File: src/rtl/mux_ctrl_pkg.sv
// Shared definitions for the 4:1 MUX round-robin arbiter.
//   state_t  : arbiter FSM encodings (ST_IDLE, ST_GRANT)
//   NUM_REQ  : number of requesters sharing the MUX line
//   SEL_W    : width of the requester index / MUX select
//   BURST_W  : width of the burst counter
package mux_ctrl_pkg;

    localparam int NUM_REQ = 4;
    localparam int SEL_W   = 2;
    localparam int BURST_W = 8;

    typedef enum logic {
        ST_IDLE  = 1'b0,
        ST_GRANT = 1'b1
    } state_t;

endpackage

File: src/rtl/rr_priority_pick.sv
// Combinational round-robin search.
//   req    : request vector to search
//   ptr    : index of the most recent owner; search starts at ptr+1, wraps 3->0
//   found  : at least one bit of req is set
//   winner : first requesting index at or after ptr+1 (ptr itself is checked last)
module rr_priority_pick
    import mux_ctrl_pkg::*;
(
    input  logic [NUM_REQ-1:0] req,
    input  logic [SEL_W-1:0]   ptr,
    output logic               found,
    output logic [SEL_W-1:0]   winner
);

    logic [SEL_W-1:0] idx;

    always_comb begin
        found  = 1'b0;
        winner = '0;
        idx    = '0;
        // SEL_W-bit addition wraps the search naturally modulo NUM_REQ.
        for (int i = 1; i <= NUM_REQ; i++) begin
            idx = ptr + SEL_W'(i);
            if (!found && req[idx]) begin
                found  = 1'b1;
                winner = idx;
            end
        end
    end

endmodule

File: src/rtl/mux_4_1_rr_arbiter.sv
// Round-robin arbiter sharing a MUX_4_1 output line among four requesters.
//   Clock_In   : clock, rising edge
//   Reset_In   : asynchronous active-high reset
//   Request_In : per-requester request bits
//   Grant_Out  : registered one-hot grant, zero when idle
//   Select_Out : registered index of the owner (held while idle)
//   Enable_Out : registered, high while a grant is active
//   Busy_Out   : copy of Enable_Out for status
// An owner keeps the line for at most MAX_BURST cycles while another
// requester waits; a sole requester keeps it indefinitely.
module mux_4_1_rr_arbiter
    import mux_ctrl_pkg::*;
#(
    parameter int MAX_BURST = 8
) (
    input  logic               Clock_In,
    input  logic               Reset_In,
    input  logic [NUM_REQ-1:0] Request_In,
    output logic [NUM_REQ-1:0] Grant_Out,
    output logic [SEL_W-1:0]   Select_Out,
    output logic               Enable_Out,
    output logic               Busy_Out
);

    localparam logic [BURST_W-1:0] BURST_LIMIT = BURST_W'(MAX_BURST);

    state_t               state, state_nxt;
    logic [SEL_W-1:0]     last_ptr, last_ptr_nxt;
    logic [BURST_W-1:0]   burst_cnt, burst_nxt;
    logic [NUM_REQ-1:0]   grant_nxt;
    logic [SEL_W-1:0]     sel_nxt;
    logic                 en_nxt;

    logic [NUM_REQ-1:0]   pick_req;
    logic                 pick_found;
    logic [SEL_W-1:0]     pick_idx;
    logic                 own_req;
    logic                 burst_expired;
    logic                 take;

    // While granted, search only the other requesters; last_ptr equals the
    // owner then, so the same picker serves both idle and handover cases.
    assign pick_req      = (state == ST_GRANT) ? (Request_In & ~Grant_Out) : Request_In;
    assign own_req       = Request_In[Select_Out];
    assign burst_expired = (burst_cnt == BURST_LIMIT);

    rr_priority_pick u_pick (
        .req    (pick_req),
        .ptr    (last_ptr),
        .found  (pick_found),
        .winner (pick_idx)
    );

    always_comb begin
        state_nxt    = state;
        grant_nxt    = Grant_Out;
        sel_nxt      = Select_Out;
        en_nxt       = Enable_Out;
        last_ptr_nxt = last_ptr;
        burst_nxt    = burst_cnt;
        take         = 1'b0;

        case (state)
            ST_IDLE: begin
                if (pick_found) take = 1'b1;
            end
            ST_GRANT: begin
                // Release wins over expiry when both happen on the same edge.
                if (!own_req) begin
                    if (pick_found) begin
                        take = 1'b1;
                    end else begin
                        state_nxt = ST_IDLE;
                        grant_nxt = '0;
                        en_nxt    = 1'b0;
                        burst_nxt = '0;
                    end
                end else if (burst_expired) begin
                    if (pick_found) take = 1'b1;
                    else            burst_nxt = BURST_W'(1);
                end else begin
                    burst_nxt = burst_cnt + BURST_W'(1);
                end
            end
            default: state_nxt = ST_IDLE;
        endcase

        if (take) begin
            state_nxt           = ST_GRANT;
            grant_nxt           = '0;
            grant_nxt[pick_idx] = 1'b1;
            sel_nxt             = pick_idx;
            en_nxt              = 1'b1;
            last_ptr_nxt        = pick_idx;
            burst_nxt           = BURST_W'(1);
        end
    end

    always_ff @(posedge Clock_In or posedge Reset_In) begin
        if (Reset_In) begin
            state      <= ST_IDLE;
            Grant_Out  <= '0;
            Select_Out <= '0;
            Enable_Out <= 1'b0;
            last_ptr   <= SEL_W'(NUM_REQ - 1);
            burst_cnt  <= '0;
        end else begin
            state      <= state_nxt;
            Grant_Out  <= grant_nxt;
            Select_Out <= sel_nxt;
            Enable_Out <= en_nxt;
            last_ptr   <= last_ptr_nxt;
            burst_cnt  <= burst_nxt;
        end
    end

    assign Busy_Out = Enable_Out;

endmodule

File: config.mk
export PLATFORM = sky130hd
export DESIGN_NAME = mux_4_1_rr_arbiter
export DESIGN_NICKNAME = d
export VERILOG_FILES = /design/src/rtl/mux_ctrl_pkg.sv /design/src/rtl/rr_priority_pick.sv /design/src/rtl/mux_4_1_rr_arbiter.sv
export SDC_FILE = /design/constraint.sdc
export NUM_CORES = 1
export LEC_CHECK = 0
export CORE_ASPECT_RATIO = 1.4
export CORE_MARGIN = 1.5
export CORE_UTILIZATION = 30
export CTS_BUF_LIST = sky130_fd_sc_hd__clkbuf_4 sky130_fd_sc_hd__clkbuf_8
export DETAILED_ROUTE_END_ITERATION = 6
export GPL_ROUTABILITY_DRIVEN = 0
export PLACE_DENSITY_LB_ADDON = 0.15
export SKIP_LAST_GASP = 1
export SYNTH_ARGS = -nofsm -noshare
export SYNTH_HDL_FRONTEND = slang
export SYNTH_SLANG_ARGS = --single-unit
File: constraint.sdc
create_clock -name Clock_In -period 4.96 [get_ports Clock_In]
set_input_delay 0.992 -clock Clock_In [delete_from_list [all_inputs] [get_ports Clock_In]]
set_output_delay 0.992 -clock Clock_In [all_outputs]
set_load 0.1 [all_outputs]
==> flow_metrics.env, run 1 <==
export IMPL_status="finished, final reports clean"
export IMPL_yosysSeqAreaShare_pct=33.6
export IMPL_slowest_stage="clkdlybuf4s50_1"
export IMPL_slew_headroom_pct=34.4
export IMPL_arrival_ps=1950
export IMPL_report_final_hold_viol_count=0
export IMPL_drive_gt1_share_pct=20.8
export IMPL_ctsHoldBuffers=0
export IMPL_drc_errors=0
export IMPL_power_share_combinational_pct=63.5
export IMPL_totalWireLength_um=3310
export IMPL_ys_ff_latch=18
export IMPL_clock_sinks=18
export IMPL_clockBufferDepth=2
export IMPL_final_cell_area_um2=1550
export IMPL_clk_latency_ps=250
export IMPL_postSynthNetCount=145
export IMPL_syn_area_um2=1350
export IMPL_fin_crit_sh_pct=59.2
export IMPL_grt_first_pass_wirelength_um=5640
export IMPL_drt_initial_drc_count=25
export IMPL_post_cts_setup_buffer_count=0
export IMPL_cpLargestDelayFamily="buffers and inverters"
export IMPL_cp_start_kind="flip-flop"
export IMPL_crit_type="reg -> out"
export IMPL_avgViaCountPerCell=5.45
export IMPL_yosys_warnings=0
export IMPL_yosysMostFrequentCell="dfrtp_1"
export IMPL_ios=14
export IMPL_pwr_share_clk_pct=10.9
export IMPL_finClkSkew_ps=2.01
export IMPL_syn_area_per_cell_um2=9.83
export IMPL_area_growth_pct=15.2
export IMPL_setup_viol=0
export IMPL_min_path_cells=1
export IMPL_grt_use_total_pct=15.4
export IMPL_tightest_slew_ps=980
export IMPL_fillers=473
export IMPL_die_area_um2=4900
export IMPL_seqPwrFrac_pct=25.7
export IMPL_cts_tree="done"
export IMPL_postSynthCellCount=137
export IMPL_r2r_start="state"
export IMPL_netlist_top_cells_count="dfrtp_1, nand2_1, a21oi_1, nor2_1"
export IMPL_coreArea_um2=4270
export IMPL_dr_pass1_iters=4
export IMPL_rrSetupSlack_ps=2680
export IMPL_fmax_ghz=0.340
export IMPL_synth_top_cell_by_area="dfrtp_1"
export IMPL_die_x_um=59.6
export IMPL_grt_max_degree=20
export IMPL_first_global_vias=1098
export IMPL_rows=28
export IMPL_gr_total_overflow=0
export IMPL_critPathBufInv=1
export IMPL_fin_util_pct=36.3
export IMPL_synth_edf_count=0
export IMPL_rsz0062_at_grt="no"
export IMPL_htreeDepth=1
export IMPL_die_height_um=82.3
export IMPL_path_cells="clkdlybuf4s50_1"
export IMPL_fin_setup_tns_ps=0
export IMPL_ys_flop_type="dfrtp_1"
export IMPL_antenna_found_initial=0
export IMPL_portBuffers=13
export IMPL_p_int_w=0.000522
export IMPL_yosys_area_top_type_share_pct=29.7
export IMPL_path_clk_slew_ps=70
export IMPL_hp_class="reg -> reg"
export IMPL_dr_total_vias=1140
export IMPL_peakVddDrop_mv=0.482
export IMPL_reg2reg_depth=5
export IMPL_hp_start="Busy_Out"
export IMPL_pwr_density_cell_nw_per_um2=718
export IMPL_r2r_end="burst_cnt[3]"
export IMPL_place_hpwl_um=2560
export IMPL_switching_share_pct=53.1
export IMPL_cts_root_buf="clkbuf_8"
export IMPL_whs_endpoint="Busy_Out"
export IMPL_antennaDiodeCount=0
export IMPL_p_sw_w=0.000592
export IMPL_cts_made_buffers=3
export IMPL_crit_required_ps=3970
export IMPL_yosys_cell_types_count=58
export IMPL_drv_slew=0
export IMPL_start_util_pct=31.5
export IMPL_synthTopCellsByArea="dfrtp_1, dfstp_2, nand2_1"
export IMPL_synthArstFlopShare_pct=100
export IMPL_ant_nets=0
export IMPL_placedInstanceArea_um2=1500
export IMPL_critPathMaxFanout=5
export IMPL_crit_path_end_kind="output pin"
export IMPL_nNetsFinal=158
export IMPL_period_needed_ps=2940
export IMPL_cts_repair_resize_count=0
export IMPL_max_cap_viol_count=0
export IMPL_leakagePower_nw=0.617
export IMPL_cpPeakStageDelay_ps=1200
export IMPL_wire_per_inst_um=15.8
## flip-flops by register name, summed over array words and instances (netlist names)
signal	flops
last_ptr	2
burst_cnt	8
Select_Out	2
Busy_Out	1
Grant_Out	4
state	1
## logic make-up after synthesis
kind of cell / Yosys count / synth area share [%]
XOR/XNOR: 1 / 0.651
AND/OR/NAND/NOR: 51 / 22.9
multiplexers: 8 / 7.53
flip-flops: 18 / 33.6
adder cells (fa/ha/maj): 2 / 1.86
buffers and inverters: 11 / 5.76
AO/OA/AOI/OAI: 46 / 27.7
## layer usage
layer	track usage (%)	vias up	routed length [um]
met4	7.56	0	138
met2	27.1	28	1790
met1	17.9	559	1290
li1	-	542	-
met3	2.02	11	98
met5	0	-	0
## per-stage QoR
stage                     hold slack [ps]  setup slack, ps  total power [W]  std cells
after floorplan                       500             2530         0.000854        137
after CTS                             533             2040          0.00112        209
after detailed placement              503             1870         0.000994        205
after global routing                  558             1930          0.00119        209
final                                 523             2020          0.00111        209
after global placement                490             1950         0.000994        205
## placed cells by master, fill, tap and decap left out, types with 2 or more instances in the layout
cell and instances:
nand3_1 7, a2111oi_0 2, o221ai_1 2, a211oi_1 2
or4b_1 2, and2_1 2, nor2_1 8, and3_1 2
o211ai_1 3, o21ai_1 2, dfrtp_1 16, inv_1 6
or2_4 2, dfstp_2 2, mux2_2 2, nor2b_1 3
mux2i_1 3, o21ai_0 7, clkdlybuf4s50_1 13, nand2_1 11
o31ai_2 2, ha_1 2, a21oi_1 8, a21o_1 2
clkbuf_8 4, nand2b_1 2, o221a_2 2
## power groups by stage
stage	Clock (W)	Sequential [W]	Combinational, W
floorplan	0	0.000412	0.000442
global placement	0	0.000285	0.000709
detailed placement	0	0.000286	0.000708
CTS	0.000127	0.000284	0.000712
global route	0.000132	0.000297	0.000762
finish	0.000121	0.000286	0.000707
## cell type report
class,instances,area [um^2],area share [%]
Tap cell,60,75.1,4.84
Timing Repair Buffer,13,130,8.39
Sequential cell,18,453,29.2
Clock buffer,4,55.1,3.55
Inverter,6,22.5,1.45
Multi-Input combinational cell,108,816,52.6
## worst max path at each step
stage	depth (start not counted)	startpoint	end	slack, ps
after floorplan	5	Select_Out[1]	Grant_Out[3]	2530
after global placement	6	Request_In[3]	burst_cnt[6]	1950
after detailed placement	6	Request_In[3]	burst_cnt[7]	1870
after CTS	1	Grant_Out[0]	Grant_Out[0]	2040
after global routing	6	Request_In[3]	burst_cnt[5]	1930
final	1	Grant_Out[1]	Grant_Out[1]	2020
No activity file was read; power rests on OpenSTA's default activity.
==> run 2: changes to the inputs <==
==> constraint.sdc (replaced) <==
create_clock -name Clock_In -period 2.4 [get_ports Clock_In]
set_input_delay 0.48 -clock Clock_In [delete_from_list [all_inputs] [get_ports Clock_In]]
set_output_delay 0.48 -clock Clock_In [all_outputs]
set_load 0.1 [all_outputs]
==> flow_metrics.env, run 2 (synthesis results as in run 1) <==
export IMPL_top_regs="burst_cnt: 8 flops, Grant_Out: 4 flops"
export IMPL_seqPwrFrac_pct=23.3
export IMPL_p_sw_w=0.00125
export IMPL_antenna_found_initial=0
export IMPL_finClkSkew_ps=5.98
export IMPL_drt_initial_drc_count=39
export IMPL_die_height_um=82.3
export IMPL_slowest_stage="dfstp_2"
export IMPL_gr_total_overflow=0
export IMPL_path_cells="mux2_4 > a22o_1 > a311o_1 > or2_4 > o31ai_4"
export IMPL_placedInstanceArea_um2=1580
export IMPL_setup_slack_ps=203
export IMPL_cpPeakStageDelay_ps=660
export IMPL_cts_repair_resize_count=0
export IMPL_area_growth_pct=21.7
export IMPL_cts_made_buffers=3
export IMPL_cts_tree="done"
export IMPL_nNetsFinal=172
export IMPL_power_total_w=0.00243
export IMPL_crit_type="reg -> reg"
export IMPL_report_final_hold_viol_count=0
export IMPL_drive_gt1_share_pct=33.1
export IMPL_portBuffers=13
export IMPL_fin_util_pct=38.3
export IMPL_grt_use_total_pct=16.1
export IMPL_rsz0062_at_grt="no"
export IMPL_ant_nets=0
export IMPL_fmax_ghz=0.455
export IMPL_pwr_share_clk_pct=10.6
export IMPL_setup_viol=0
export IMPL_cts_root_buf="clkbuf_8"
export IMPL_power_share_combinational_pct=66.1
export IMPL_die_area_um2=4900
export IMPL_wire_per_inst_um=15.5
export IMPL_fillers=479
export IMPL_start_util_pct=31.5
export IMPL_dr_pass1_iters=4
export IMPL_max_cap_viol_count=0
export IMPL_layout_commonest_cell="buf_4"
export IMPL_drv_slew=0
export IMPL_crit_path_end_kind="flip-flop"
export IMPL_totalWireLength_um=3460
export IMPL_dr_total_vias=1179
export IMPL_period_needed_ps=2200
export IMPL_die_x_um=59.6
export IMPL_avgViaCountPerCell=5.29
export IMPL_leakagePower_nw=0.693
export IMPL_grt_first_pass_wirelength_um=5880
export IMPL_p_int_w=0.00117
export IMPL_slew_headroom_pct=50.7
export IMPL_critPathMaxFanout=9
export IMPL_clk_latency_ps=260
export IMPL_clockBufferDepth=2
export IMPL_rows=28
export IMPL_post_cts_setup_buffer_count=0
export IMPL_grt_max_degree=19
export IMPL_peakVddDrop_mv=1.05
export IMPL_pre_cts_ws_ps=-3.50
export IMPL_largest_register="burst_cnt"
export IMPL_rrSetupSlack_ps=200
export IMPL_drc_errors=0
export IMPL_final_cell_area_um2=1640
export IMPL_place_hpwl_um=2750
export IMPL_arrival_ps=2370
export IMPL_crit_required_ps=2570
export IMPL_antennaDiodeCount=0
export IMPL_multi_input_area_um2=816
export IMPL_final_cell_mix="buf_4, dfrtp_1, nand2_1"
export IMPL_tightest_slew_ps=738
export IMPL_ios=14
export IMPL_cp_start_kind="flip-flop"
export IMPL_first_global_vias=1190
export IMPL_seq_area_um2=454
export IMPL_pwr_density_cell_nw_per_um2=1480
export IMPL_status="finished, final reports clean"
export IMPL_htreeDepth=1
export IMPL_fin_crit_sh_pct=91.5
export IMPL_ctsHoldBuffers=0
export IMPL_largest_reg_flops=8
export IMPL_switching_share_pct=51.7
export IMPL_coreArea_um2=4270
export IMPL_path_clk_slew_ps=70
export IMPL_clock_sinks=18
export IMPL_hp_class="reg -> reg"
## run 2: through the flow
stage	TNS (ps)	instances	hold WS, ps
global route	0	223	541
finish	0	223	519
floorplan	0	137	417
global placement	0	219	507
CTS	0	223	524
detailed placement	-3.50	219	504
## run 2: path summary, 6_finish.rpt
| kind | from | to | depth (start not counted) |
|---|---|---|---|
| setup reg to reg | last_ptr[0] | Grant_Out[3] | 5 |
| max in group asynchronous | Reset_In | Select_Out[1] | 2 |
| hold reg to reg | Busy_Out | Busy_Out | 1 |
| setup / recovery | last_ptr[0] | Grant_Out[3] | 5 |
| hold / removal | Busy_Out | Busy_Out | 1 |
| min in group asynchronous | Reset_In | Grant_Out[0] | 2 |
## run 2: metal layers
layer | global-route usage [%] | share of wire, % | vias to the layer above
li1 | - | - | 572
met1 | 17.5 | 39 | 591
met2 | 32.1 | 58 | 14
met3 | 2.80 | 2.2 | 2
met4 | 2.67 | 0.40 | 0
met5 | 0 | 0 | -
## run 2: final cells by class
class | instances | share of cell area [%]
clock buffers | 4 | 3.36
inverters | 6 | 1.38
multi-input cells | 108 | 49.8
flip-flops and latches | 18 | 27.7
well taps | 60 | 4.58
repair buffers | 27 | 13.1
## run 2: power groups by stage
stage / registers, W / logic (W) / clock network [W]
finish: 0.000565 / 0.00160 / 0.000258
global route: 0.000581 / 0.00173 / 0.000277
CTS: 0.000568 / 0.00162 / 0.000259
global placement: 0.000567 / 0.00161 / 0
floorplan: 0.000853 / 0.000913 / 0
detailed placement: 0.000570 / 0.00162 / 0
## run 2: worst max-delay path: cells and delay by family (launching register included)
kind	cells	cell delay [ps]
AO/OA/AOI/OAI	3	830
flip-flops	1	660
multiplexers	1	340
AND/OR/NAND/NOR	1	290
